[src/rtl/fetch_unit.sv]
// Instruction-fetch front end: drives the PC to instruction memory, buffers
// {instr, pc} in a small FIFO for decode, and handles branch/jump redirects.
module fetch_unit #(
  parameter int unsigned DEPTH    = 2,
  parameter logic [7:0]  RESET_PC = 8'h00
) (
  input  logic        clk,
  input  logic        rst,
  output logic [7:0]  im_pc,
  input  logic [31:0] im_instr,
  input  logic        redirect_valid,
  input  logic [7:0]  redirect_pc,
  output logic        out_valid,
  input  logic        out_ready,
  output logic [31:0] out_instr,
  output logic [7:0]  out_pc,
  output logic [7:0]  out_pc_plus4,
  output logic        misalign_err,
  output logic [15:0] deliv_count
);

  localparam int unsigned PW = $clog2(DEPTH);
  localparam int unsigned CW = PW + 1;

  logic [7:0]    fetch_pc;
  logic [31:0]   instr_q [DEPTH];
  logic [7:0]    pc_q    [DEPTH];
  logic [PW-1:0] rd_ptr;
  logic [PW-1:0] wr_ptr;
  logic [CW-1:0] count;
  logic          pop;
  logic          push;

  assign im_pc     = fetch_pc;
  assign out_valid = (count != '0);
  assign pop       = out_valid && out_ready;
  assign push      = !redirect_valid && ((count < CW'(DEPTH)) || pop);

  // Head fields are forced to zero while the FIFO is empty.
  assign out_instr    = out_valid ? instr_q[rd_ptr] : 32'h0;
  assign out_pc       = out_valid ? pc_q[rd_ptr] : 8'h00;
  assign out_pc_plus4 = out_valid ? pc_q[rd_ptr] + 8'd4 : 8'h00;

  // FIFO storage; contents need no reset since out_valid gates every read.
  always_ff @(posedge clk) begin
    if (!rst && push) begin
      instr_q[wr_ptr] <= im_instr;
      pc_q[wr_ptr]    <= fetch_pc;
    end
  end

  always_ff @(posedge clk) begin
    if (rst) begin
      fetch_pc     <= RESET_PC;
      count        <= '0;
      rd_ptr       <= '0;
      wr_ptr       <= '0;
      misalign_err <= 1'b0;
    end else if (redirect_valid) begin
      fetch_pc <= {redirect_pc[7:2], 2'b00};
      count    <= '0;
      rd_ptr   <= '0;
      wr_ptr   <= '0;
      if (redirect_pc[1:0] != 2'b00) begin
        misalign_err <= 1'b1;
      end
    end else begin
      if (push) begin
        wr_ptr   <= wr_ptr + PW'(1);
        fetch_pc <= fetch_pc + 8'd4;
      end
      if (pop) begin
        rd_ptr <= rd_ptr + PW'(1);
      end
      if (push && !pop) begin
        count <= count + CW'(1);
      end else if (pop && !push) begin
        count <= count - CW'(1);
      end
    end
  end

  // A pop that coincides with a redirect is still an accepted instruction.
  always_ff @(posedge clk) begin
    if (rst) begin
      deliv_count <= 16'h0000;
    end else if (pop && (deliv_count != 16'hFFFF)) begin
      deliv_count <= deliv_count + 16'd1;
    end
  end

endmodule

[config.mk]
export PLATFORM = sky130hd
export DESIGN_NAME = fetch_unit
export DESIGN_NICKNAME = d
export VERILOG_FILES = /design/src/rtl/fetch_unit.sv
export SDC_FILE = /design/constraint.sdc
export NUM_CORES = 1
export LEC_CHECK = 0
export ABC_AREA = 1
export CELL_PAD_IN_SITES_DETAIL_PLACEMENT = 0
export CELL_PAD_IN_SITES_GLOBAL_PLACEMENT = 2
export CORE_MARGIN = 2
export CORE_UTILIZATION = 30
export DETAILED_ROUTE_END_ITERATION = 10
export PLACE_DENSITY = 0.92
export SLEW_MARGIN = 20
export SYNTH_ARGS = -nofsm -noshare
export SYNTH_HDL_FRONTEND = slang
export SYNTH_SLANG_ARGS = --single-unit
export TNS_END_PERCENT = 1
[constraint.sdc]
create_clock -name clk -period 5.1 [get_ports clk]
set_input_delay 1.02 -clock clk [delete_from_list [all_inputs] [get_ports clk]]
set_output_delay 1.02 -clock clk [all_outputs]
set_load 0.05 [all_outputs]
-- After elaboration in Yosys (flattened, before gate mapping)
Memories as Yosys holds them, arrays and structs flattened. A register that Yosys moved wholly into a read port is not among the register bits.
Index checks and enable logic that the tools add are counted.
- output and inout bits: 74
- memories: 2
- register bits after elaboration: 29
- bits of input ports: 44
- word-level logic and storage cells: 48
- RAM bits: 80
- reduce and logical (&&, ||, !) cells: 17
- mux-type cells: 13
- magnitude comparators: 1
- equality and inequality tests: 1
- $add $sub $neg: 7
- memory list (memory ; words ; width ; read ports ; clocked after memory_dff ; wr ports ; RTL line ; source):
    instr_q ; 2 ; 32 ; 1 ; 1 ; 1 ; 26 ; logic [31:0] instr_q [DEPTH];
    pc_q ; 2 ; 8 ; 1 ; 1 ; 1 ; 27 ; logic [7:0] pc_q [DEPTH];
- operators with widths (kind ; number):
    2-to-1 mux 32 bit ; 1
    2-to-1 mux 8 bit ; 4
    adder 16 x 1 -> 16 bit, second input constant ; 1
    adder 8 x 3 -> 8 bit, second input constant ; 2
    inequality test 16 bit, second input constant ; 1
    nonzero test 2 bit ; 4
    logical AND 1 bit ; 6
    2-to-1 mux 1 bit ; 6
    logical NOT 1 bit ; 4
    2-to-1 mux 2 bit ; 2
    adder 1 bit, second input constant ; 2
    adder 2 x 1 -> 2 bit, second input constant ; 1
    less-than comparator 2 bit, second input constant ; 1
    AND reduction 2 bit ; 1
    OR reduction 2 bit ; 1
    subtractor 2 x 1 -> 2 bit, second input constant ; 1
    logical OR 1 bit ; 1

-- Logic depth before layout (Yosys ltp)
- word-level depth: 8
- depth in mapped cells: 10
- gate-level depth less buffers: 9

-- Least setup slack after synthesis
No wires, ideal clock.
- path kind: input port to flip-flop
- start point: input port redirect_valid
- end point: memory instr_q[0][0], enable pin
- cell stages on the path: 4
- slack: 0.510 ns
- library setup time: 0.481 ns
- arrival time: 4.109 ns
- data required time: 4.619 ns
- cell sequence: clkbuf_1 nor2_1 inv_1 nor3_1
- word-level cells in the longest chain between the ends: 5
- ends and longest elaborated chain (element ; RTL line ; source):
    from (decl) ; 11 ; input logic redirect_valid,
    logical NOT 1 bit ; 37 ; assign push = !redirect_valid && ((count < CW'(DEPTH)) || pop);
    logical AND 1 bit ; 37 ;
    logical AND 1 bit ; 46 ; if (!rst && push) begin
    2-to-1 mux 1 bit ; 46 ;
    2-to-1 mux 1 bit (not written as such) ; 47 ; instr_q[wr_ptr] <= im_instr;
    to (decl) ; 26 ;
No other way between the ends.

==> flow_summary.json <==
{
  "status": "finished, final reports clean",
  "worst_ep_required_time_ns": 4.08,
  "htreeDepth": 3,
  "place_area_sq_um": 5850,
  "fmax_ghz": 0.260,
  "cts-buffers-inserted": 9,
  "ctsResizeCount": 0,
  "vias_per_cell": 4.58,
  "worst-path-max-fanout": 39,
  "cpPeakStageDelay_ns": 0.82,
  "setup-violations-final": 0,
  "post_cts_buffers": 0,
  "synth_most_common_cell": "nand2_1",
  "vdd_drop_max_mv": 0.194,
  "fillCellCount": 1436,
  "grt_pass1_wl_mm": 17.3,
  "async_flop_share": 0,
  "dieHeight_microns": 127,
  "p_leak_nw": 2.22,
  "synth_area_leaders": "edfxtp_1 (50%), dfxtp_1 (12%), nand2_1 (12%)",
  "endpoint_kind": "primary output",
  "synth_edf_count": 76,
  "dr.pass1.iters": 4,
  "grt_usage": 0.136,
  "initial_core_util": 0.303,
  "path_cells": "buf_4, inv_1, buf_4, nand2_1, nand2_1, ha_1, o21ai_0, a21oi_1, clkdlybuf4s50_1",
  "ys_warn_count": 0,
  "syn_area_per_cell_sq_um": 9.77,
  "die_w_microns": 127,
  "slowest_stage": "clkdlybuf4s50_1",
  "yosys.area.top_type_share": 0.500,
  "instances_no_fill": 769,
  "worstPathArrival_ns": 2.83,
  "rsz0062_at_grt": "no",
  "cts-root-buf": "clkbuf_16",
  "timing.hold.ws_ns": 0.456,
  "num_rows": 45,
  "dp_hpwl_mm": 7.22,
  "synth.distinct_cells": 32,
  "placed_cells_incl_taps": 753,
  "gp_congestion": 0.765,
  "clk_pin_slew_ns": 0.06,
  "core_area_sq_um": 15000,
  "areaGrowthSynthToFinish_pct": 35.8,
  "fin_tns_setup_ns": 0,
  "route.vias.total": 3524,
  "n_antenna_cell": 0,
  "yosys-top-cells-count": "nand2_1 (145), edfxtp_1 (76), a21oi_1 (60)",
  "grt_max_degree": 43,
  "worst_slew_pin_slew_ns": 0.563,
  "multi_input_area_sq_um": 1520,
  "powerDensity_nw_per_um2": 333,
  "post-route-drc-count": 0,
  "grt_pass1_vias": 3408,
  "hold_buffers": 0,
  "cts_sinks": 104,
  "min_period_ns": 3.85,
  "antenna_found_initial": 1,
  "seqCellArea_sq_um": 2840,
  "grt_overflow": 0,
  "cts_tree": "yes",
  "yosysSeqAreaShare": 0.623,
  "io_pins": 118,
  "drtAntennaViolNets": 0,
  "clockBufferDepth": 2,
  "syn_area_sq_um": 4560,
  "drt-total-wl_mm": 10.6,
  "insertion_delay_ns": 0.34,
  "ys_seq_elements": 104,
  "maxSlewViolCount": 0,
  "hold_violations": 0,
  "fin_area_sq_um": 6200,
  "synthFlopType": "edfxtp_1",
  "io_buffer_count": 111,
  "die-area_sq_um": 16200,
  "drive_gt1_frac": 0.0775,
  "maxCapViolations": 0,
  "hp-class": "register to register",
  "num-nets-final": 625,
  "drtIter0Drc": 211,
  "fin_skew_ns": 0.00906,
  "critical_path_class": "register to primary output",
  "crit_path_start_kind": "register",
  "relSlewSlack": 0.624,
  "fin_crit_sh": 0.754,
  "synthCells": 467,
  "post_drt_wl_per_cell_microns": 13.8,
  "yosys.area.top_type": "edfxtp_1"
}
metal layers:
metal / global-route usage / vias to the layer above / wire [microns]
li1: - / 1771 / -
met1: 0.178 / 1634 / 4870
met2: 0.222 / 110 / 4850
met3: 0.0352 / 9 / 780
met4: 0.0407 / 0 / 109
met5: 0 / - / 0
cell families after synthesis:
kind of cell             synth area share
AO/OA/AOI/OAI                      0.0927
AND/OR/NAND/NOR                     0.205
buffers and inverters              0.0505
XOR/XNOR                           0.0173
other                            0.000822
flip-flops                          0.623
adder cells (fa/ha/maj)            0.0110
cells in the final DEF (no fill, tap or decap), types with 3 or more instances in the layout:
master / Yosys / layout
inv_1: 27 / 27
nor3_2: 1 / 3
conb_1: 1 / 6
clkbuf_16: 0 / 9
buf_4: 7 / 8
ha_1: 4 / 4
nand4_1: 6 / 6
nor2_1: 34 / 34
dfxtp_1: 28 / 28
a21oi_1: 60 / 60
clkdlybuf4s50_1: 0 / 107
nor2_4: 3 / 3
nor2_2: 4 / 4
edfxtp_1: 76 / 76
o21ai_0: 14 / 14
nand3_1: 15 / 15
xor2_1: 5 / 5
nand2_1: 145 / 145
xnor2_1: 4 / 4
layout make-up:
| type | count | share of cell area |
|---|---|---|
| clock buffer | 9 | 0.0363 |
| clock inverter | 6 | 0.0147 |
| inverter | 28 | 0.0170 |
| multi-input combinational | 317 | 0.245 |
| sequential | 104 | 0.459 |
| tap | 188 | 0.0380 |
| timing repair buffer | 117 | 0.190 |
through the flow:
step / power (mW) / utilization / worst slack, ns
finish: 2.06 / 0.412 / 1.25
global placement: 1.34 / 0.389 / 1.62
CTS: 2.08 / 0.410 / 1.23
floorplan: 1.21 / - / 0.510
global route: 2.15 / 0.412 / 0.967
detailed placement: 1.35 / 0.389 / 1.60
sequential cells by signal (all words and copies together), names as in the netlist, named ones only:
register,flops
count,2
instr_q,64
misalign_err,1
wr_ptr,1
pc_q,12
deliv_count,16
rd_ptr,1
im_pc,6
path summary, 6_finish.rpt:
check | from | end | slack [ns] | depth (start not counted)
worst max register to register | count[1] | count[1] | 2.99 | 9
worst min register to register | rd_ptr | rd_ptr | 0.46 | 1
worst max-delay path | register | out_pc_plus4[4] | 1.25 | 9
worst min-delay path | rd_ptr | rd_ptr | 0.46 | 1
worst max-delay path, delay by kind of cell (launching register included):
kind                     cells  cell delay (ns)
flip-flops                   1             0.30
AO/OA/AOI/OAI                2             0.22
buffers and inverters        4             1.52
AND/OR/NAND/NOR              2             0.25
adder cells (fa/ha/maj)      1             0.19
report_power, final:
group / total, mW / internal [mW] / switching, mW
Combinational: 0.377 / 0.126 / 0.252
Sequential: 0.957 / 0.941 / 0.0161
Clock: 0.729 / 0.431 / 0.298
Total: 2.06 / 1.50 / 0.566
No activity file was read; power rests on OpenSTA's default activity.
==> RTL edit 1: new RTL, same settings <==
The parameter `DEPTH` goes from 2 to 4.
--- a/src/rtl/fetch_unit.sv
+++ b/src/rtl/fetch_unit.sv
@@ -3,3 +3,3 @@
 module fetch_unit #(
-  parameter int unsigned DEPTH    = 2,
+  parameter int unsigned DEPTH    = 4,
   parameter logic [7:0]  RESET_PC = 8'h00
Behaviour: not the same (Yosys sat finds a counterexample within 4 cycles, from zero or initial values and one cycle with rst high).
==> RTL edit 1 against the unedited design <==
  * Sequential share of layout area up 7.3 points
  * Non-clock buffer count up 4
  * Hold slack worse by 0.0025 ns
  * First-iteration DRC count up 96%
  * Core utilization down 2.6 points
  * Sequential cell count up 80
  * Cell area up 58%
  * Total power up 70%
  * Setup slack worse by 0.39 ns
  * Register-to-register slack about the same
  * Synthesized area up 70%
  * Count of clock-buffer cells in the layout up 8
  * Wire length up 70%
==> RTL edit 1: results (changes against the unedited design) <==
| Metric | Value |
|---|---|
| Reg-to-Reg Start | `count[2]` |
| Sequential element share of the synthesized area | `0.669 (+0.0461)` |
| Placed cell count | `1165 (+55%)` |
| Synth top area cells | `edfxtp_1 59%, nor2_1 8.3%, dfxtp_1 8.2%, o21ai_0 5.2%, nand2_1 4.4%` |
| Drt pass-1 iters | `5 (+1)` |
| Slew HR | `0.429 (-0.195)` |
| EDFF count, synth | `152 (+100%)` |
| Placer's final routability congestion estimate | `0.749 (-2.0%)` |
| Maximum vdd ir drop | `191 uV (-1.5%)` |
| Global-route wire length before repair | `28100 um (+63%)` |
| Post-DP HPWL | `11600 um (+61%)` |
| CTS buffer count | `17 (+8)` |
| Worst Min Path Start | `misalign_err` |
| Vias in the first global route | `5220 (+53%)` |
| Worst skew pair latency | `0.44 ns (+0.10 ns)` |
| Final #Nets | `907 (+45%)` |
| Crit path max fanout | `76 (+95%)` |
| Biggest regs | `instr_q: 128 flops, pc_q: 24 flops, deliv_count: 16 flops` |
| DRT iter0 DRCs | `413 (+96%)` |
| Vias per cell | `4.57 (-0.21%)` |
| Syn_area_per_cell | `10.4 um^2 (+6.6%)` |
| Static leakage | `3.44 nW (+55%)` |
| Clk_skew | `0.00740 ns (-0.00166 ns)` |
| GRT Total Usage | `0.136 (about the same)` |
| Htree depth | `4 (+1)` |
| Layout cell share with drive strength beyond 1 | `0.0692 (-0.00825)` |
| Vias | `5474 (+55%)` |
| Status | `completed` |
| Synth cell types | `29 (-9.4%)` |
| Synth warn | `0 (unchanged)` |
| Commonest cells in the netlist | `173 x nor2_1, 152 x edfxtp_1, 91 x nand2_1` |
-- RTL edit 1: through the flow --
stage / setup WS, ns / hold slack, ns / util / total power [mW] / instance area [um^2]
after floorplan: 1.44 / 0.436 / - / 2.08 / 7800
after detailed placement: 1.20 / 0.443 / 0.364 / 2.30 / 9230
after global placement: 1.28 / 0.440 / 0.364 / 2.29 / 9230
final: 0.865 / 0.453 / 0.386 / 3.51 / 9790
after CTS: 0.795 / 0.455 / 0.386 / 3.55 / 9790
after global routing: 0.625 / 0.466 / 0.386 / 3.65 / 9790
-- RTL edit 1: critical path, stage by stage, from the launching register on --
cell	delay [ns]
dfxtp_2	0.33
buf_4	0.63
nand2_1	0.12
nand3_1	0.13
nand2_1	0.11
ha_1	0.22
inv_1	0.06
nor2_1	0.06
nand2_1	0.05
nand2_1	0.04
a21oi_1	0.19
clkdlybuf4s50_1	0.84
-- RTL edit 1: worst paths after layout --
kind,endpoint,slack [ns],depth (start not counted)
worst max-delay path,out_pc_plus4[6],0.86,11
worst min-delay path,misalign_err,0.45,2
worst max register to register,instr_q[0][26],2.98,4
worst min register to register,misalign_err,0.45,2
-- RTL edit 1: power by group --
group / switching, mW / total, mW / internal (mW) / leakage [nW]
clock: 0.607 / 1.25 / 0.643 / 0.272
sequential: 0.0214 / 1.69 / 1.67 / 1.65
combinational: 0.397 / 0.567 / 0.170 / 1.52
-- RTL edit 1: cell type report --
type / instances / area [um^2]
well taps: 330 / 413
clock inverters: 15 / 134
multi-input cells: 476 / 2220
fillers: 2472 / 15500
repair buffers: 121 / 1190
inverters: 54 / 203
flip-flops and latches: 184 / 5210
clock buffers: 17 / 425
-- RTL edit 1: logic make-up after synthesis --
group / count (synthesis) / synth area share
xor+xnor: 7 / 0.00788
buf+inv: 92 / 0.0518
other cells: 1 / 0.000482
flops: 184 / 0.669
fa+ha+maj: 9 / 0.0154
compound gates: 154 / 0.101
simple gates: 300 / 0.154
-- RTL edit 1: routing by layer --
layer / wire length (um) / GRT usage / part of all wire
met3: 1250 / 0.0397 / 0.069
met2: 8480 / 0.220 / 0.47
met4: 159 / 0.0383 / 0.0088
met1: 8120 / 0.178 / 0.45
met5: 0 / 0 / 0
==> RTL edit 2: new RTL, same flow settings <==
Without the edit above. Make the reset (`rst`) asynchronous in 2 clocked blocks.
--- a/src/rtl/fetch_unit.sv
+++ b/src/rtl/fetch_unit.sv
@@ -51,3 +51,3 @@
 
-  always_ff @(posedge clk) begin
+  always_ff @(posedge clk or posedge rst) begin
     if (rst) begin
@@ -83,3 +83,3 @@
   // A pop that coincides with a redirect is still an accepted instruction.
-  always_ff @(posedge clk) begin
+  always_ff @(posedge clk or posedge rst) begin
     if (rst) begin
Behaviour: differs if rst is asserted again (counterexample within 4 cycles, from zero or initial values and one cycle with rst high); with rst held inactive, the same outputs for 10 cycles.
==> RTL edit 2 against the unedited design <==
  * Via count grew 1.7%
  * Wire length grew 3.6%
  * Largest cell class unchanged
  * Critical endpoint is now out_pc_plus4[6]
  * First-iteration DRC count grew 17%
  * Non-clock buffer count shrank 2
  * Clock power shrank 3.2%
  * Synthesized cell count grew 1.1%
  * Clock skew shrank 0.0049 ns
  * Setup slack lost 0.43 ns
  * Cell area grew 0.71%
  * Sequential cell count shrank 1
  * Sequential share of layout area grew 1.5 points
  * Critical path depth grew 1
  * Total power grew 17%
  * Synthesized area grew 1.7%
==> RTL edit 2: results (changes against the unedited design) <==
| Metric | Value |
|---|---|
| Status | `completed` |
| Commonest cells in the netlist | `172 x nand2_1, 76 x edfxtp_1, 35 x a21oi_1` |
| Fillcell total | `1438 (+0.14%)` |
| Clk_skew | `0.00414 ns (-0.00492 ns)` |
| Slew HR | `0.515 (-0.109)` |
| Vias in the first global route | `3442 (+1.0%)` |
| Final #Nets | `629 (+0.64%)` |
| GR Layer Usage met2 | `0.215 (-0.00713)` |
| Largest net degree at the start of global routing | `44 (+2.3%)` |
| Final WL | `11000 um (+3.6%)` |
| Global-route wire length before repair | `17200 um (-0.84%)` |
| Ys async rst share | `0.262 (+0.262)` |
| GRT met3 Usage | `0.0345 (-0.000664)` |
| FF-to-FF path depth | `7 (-2)` |
| Met3 wire length | `761 um (-2.4%)` |
| Worst skew pair latency | `0.34 ns (about the same)` |
| Post-Place Cell Area | `5910 um^2 (+1.1%)` |
| Synth cell types | `33 (+3.1%)` |
| Post-DP HPWL | `7580 um (+5.0%)` |
| DR WL met2 | `4940 um (+1.8%)` |
| Crit path max fanout | `43 (+10%)` |
| GRT Total Usage | `0.136 (-0.000228)` |
| EDFF count, synth | `76 (unchanged)` |
| Sequential element share of the synthesized area | `0.638 (+0.0144)` |
| DRT iter0 DRCs | `247 (+17%)` |
| Synth top area cells | `edfxtp_1 49%, dfrtp_1 15%, nand2_1 14%, a21oi_1 3.8%, inv_1 2.5%` |
| Met1 Usage GRT | `0.177 (-0.00138)` |
| Layout cell share with drive strength beyond 1 | `0.0613 (-0.0161)` |
| Met1 WL | `5080 um (+4.3%)` |
| Placer's final routability congestion estimate | `0.802 (+4.9%)` |
| DR top layer | `met4` |
| ANT cells | `0 (unchanged)` |
| Worst EP arrival | `3.26 ns (+0.43 ns)` |
| Vias | `3584 (+1.7%)` |
| Static leakage | `2.43 nW (+9.8%)` |
| Maximum vdd ir drop | `253 uV (+30%)` |
## RTL edit 2: cell types whose count changed after synthesis, sizes merged, moves of 3 or more
cell   delta
a21oi    -27
dfrtp    +27
dfxtp    -28
inv       +4
nand2    +31
nand4     -3
nor2      -7
o21ai    +10
## RTL edit 2: worst paths after layout
| check | start | to | slack [ns] |
|---|---|---|---|
| setup reg to reg | count[1] | instr_q[1][8] | 3.10 |
| min in group asynchronous | rst | count[1] | 1.21 |
| hold reg to reg | misalign_err | misalign_err | 0.48 |
| hold / removal | misalign_err | misalign_err | 0.48 |
| setup / recovery | rd_ptr | out_pc_plus4[6] | 0.82 |
| max in group asynchronous | rst | deliv_count[15] | 3.48 |
## RTL edit 2: cell type report
cell class	instances	area, um^2	share of cell area
inverters	33	124	0.0199
well taps	188	235	0.0377
flip-flops and latches	103	2960	0.474
clock inverters	5	72.6	0.0116
multi-input cells	320	1460	0.235
repair buffers	115	1150	0.185
clock buffers	11	233	0.0373
## RTL edit 2: metrics by stage
step                      setup WS [ns]  cells
after floorplan                   0.621    477
after global placement             1.19    758
after detailed placement           1.14    758
after CTS                         0.760    774
after global routing              0.526    775
final                             0.822    775
## RTL edit 2: cell families (layout without fill, tap and decap cells)
group,Yosys count,in the layout,synth area share
AND/OR/NAND/NOR,239,239,0.214
flip-flops,103,103,0.638
AO/OA/AOI/OAI,66,66,0.0742
buffers and inverters,54,164,0.0537
XOR/XNOR,6,6,0.0113
adder cells (fa/ha/maj),3,3,0.00809
other,1,6,0.000808
## RTL edit 2: report_power, final
group / internal [mW] / switching [mW]
clock network: 0.426 / 0.280
logic: 0.215 / 0.458
registers: 0.970 / 0.0630
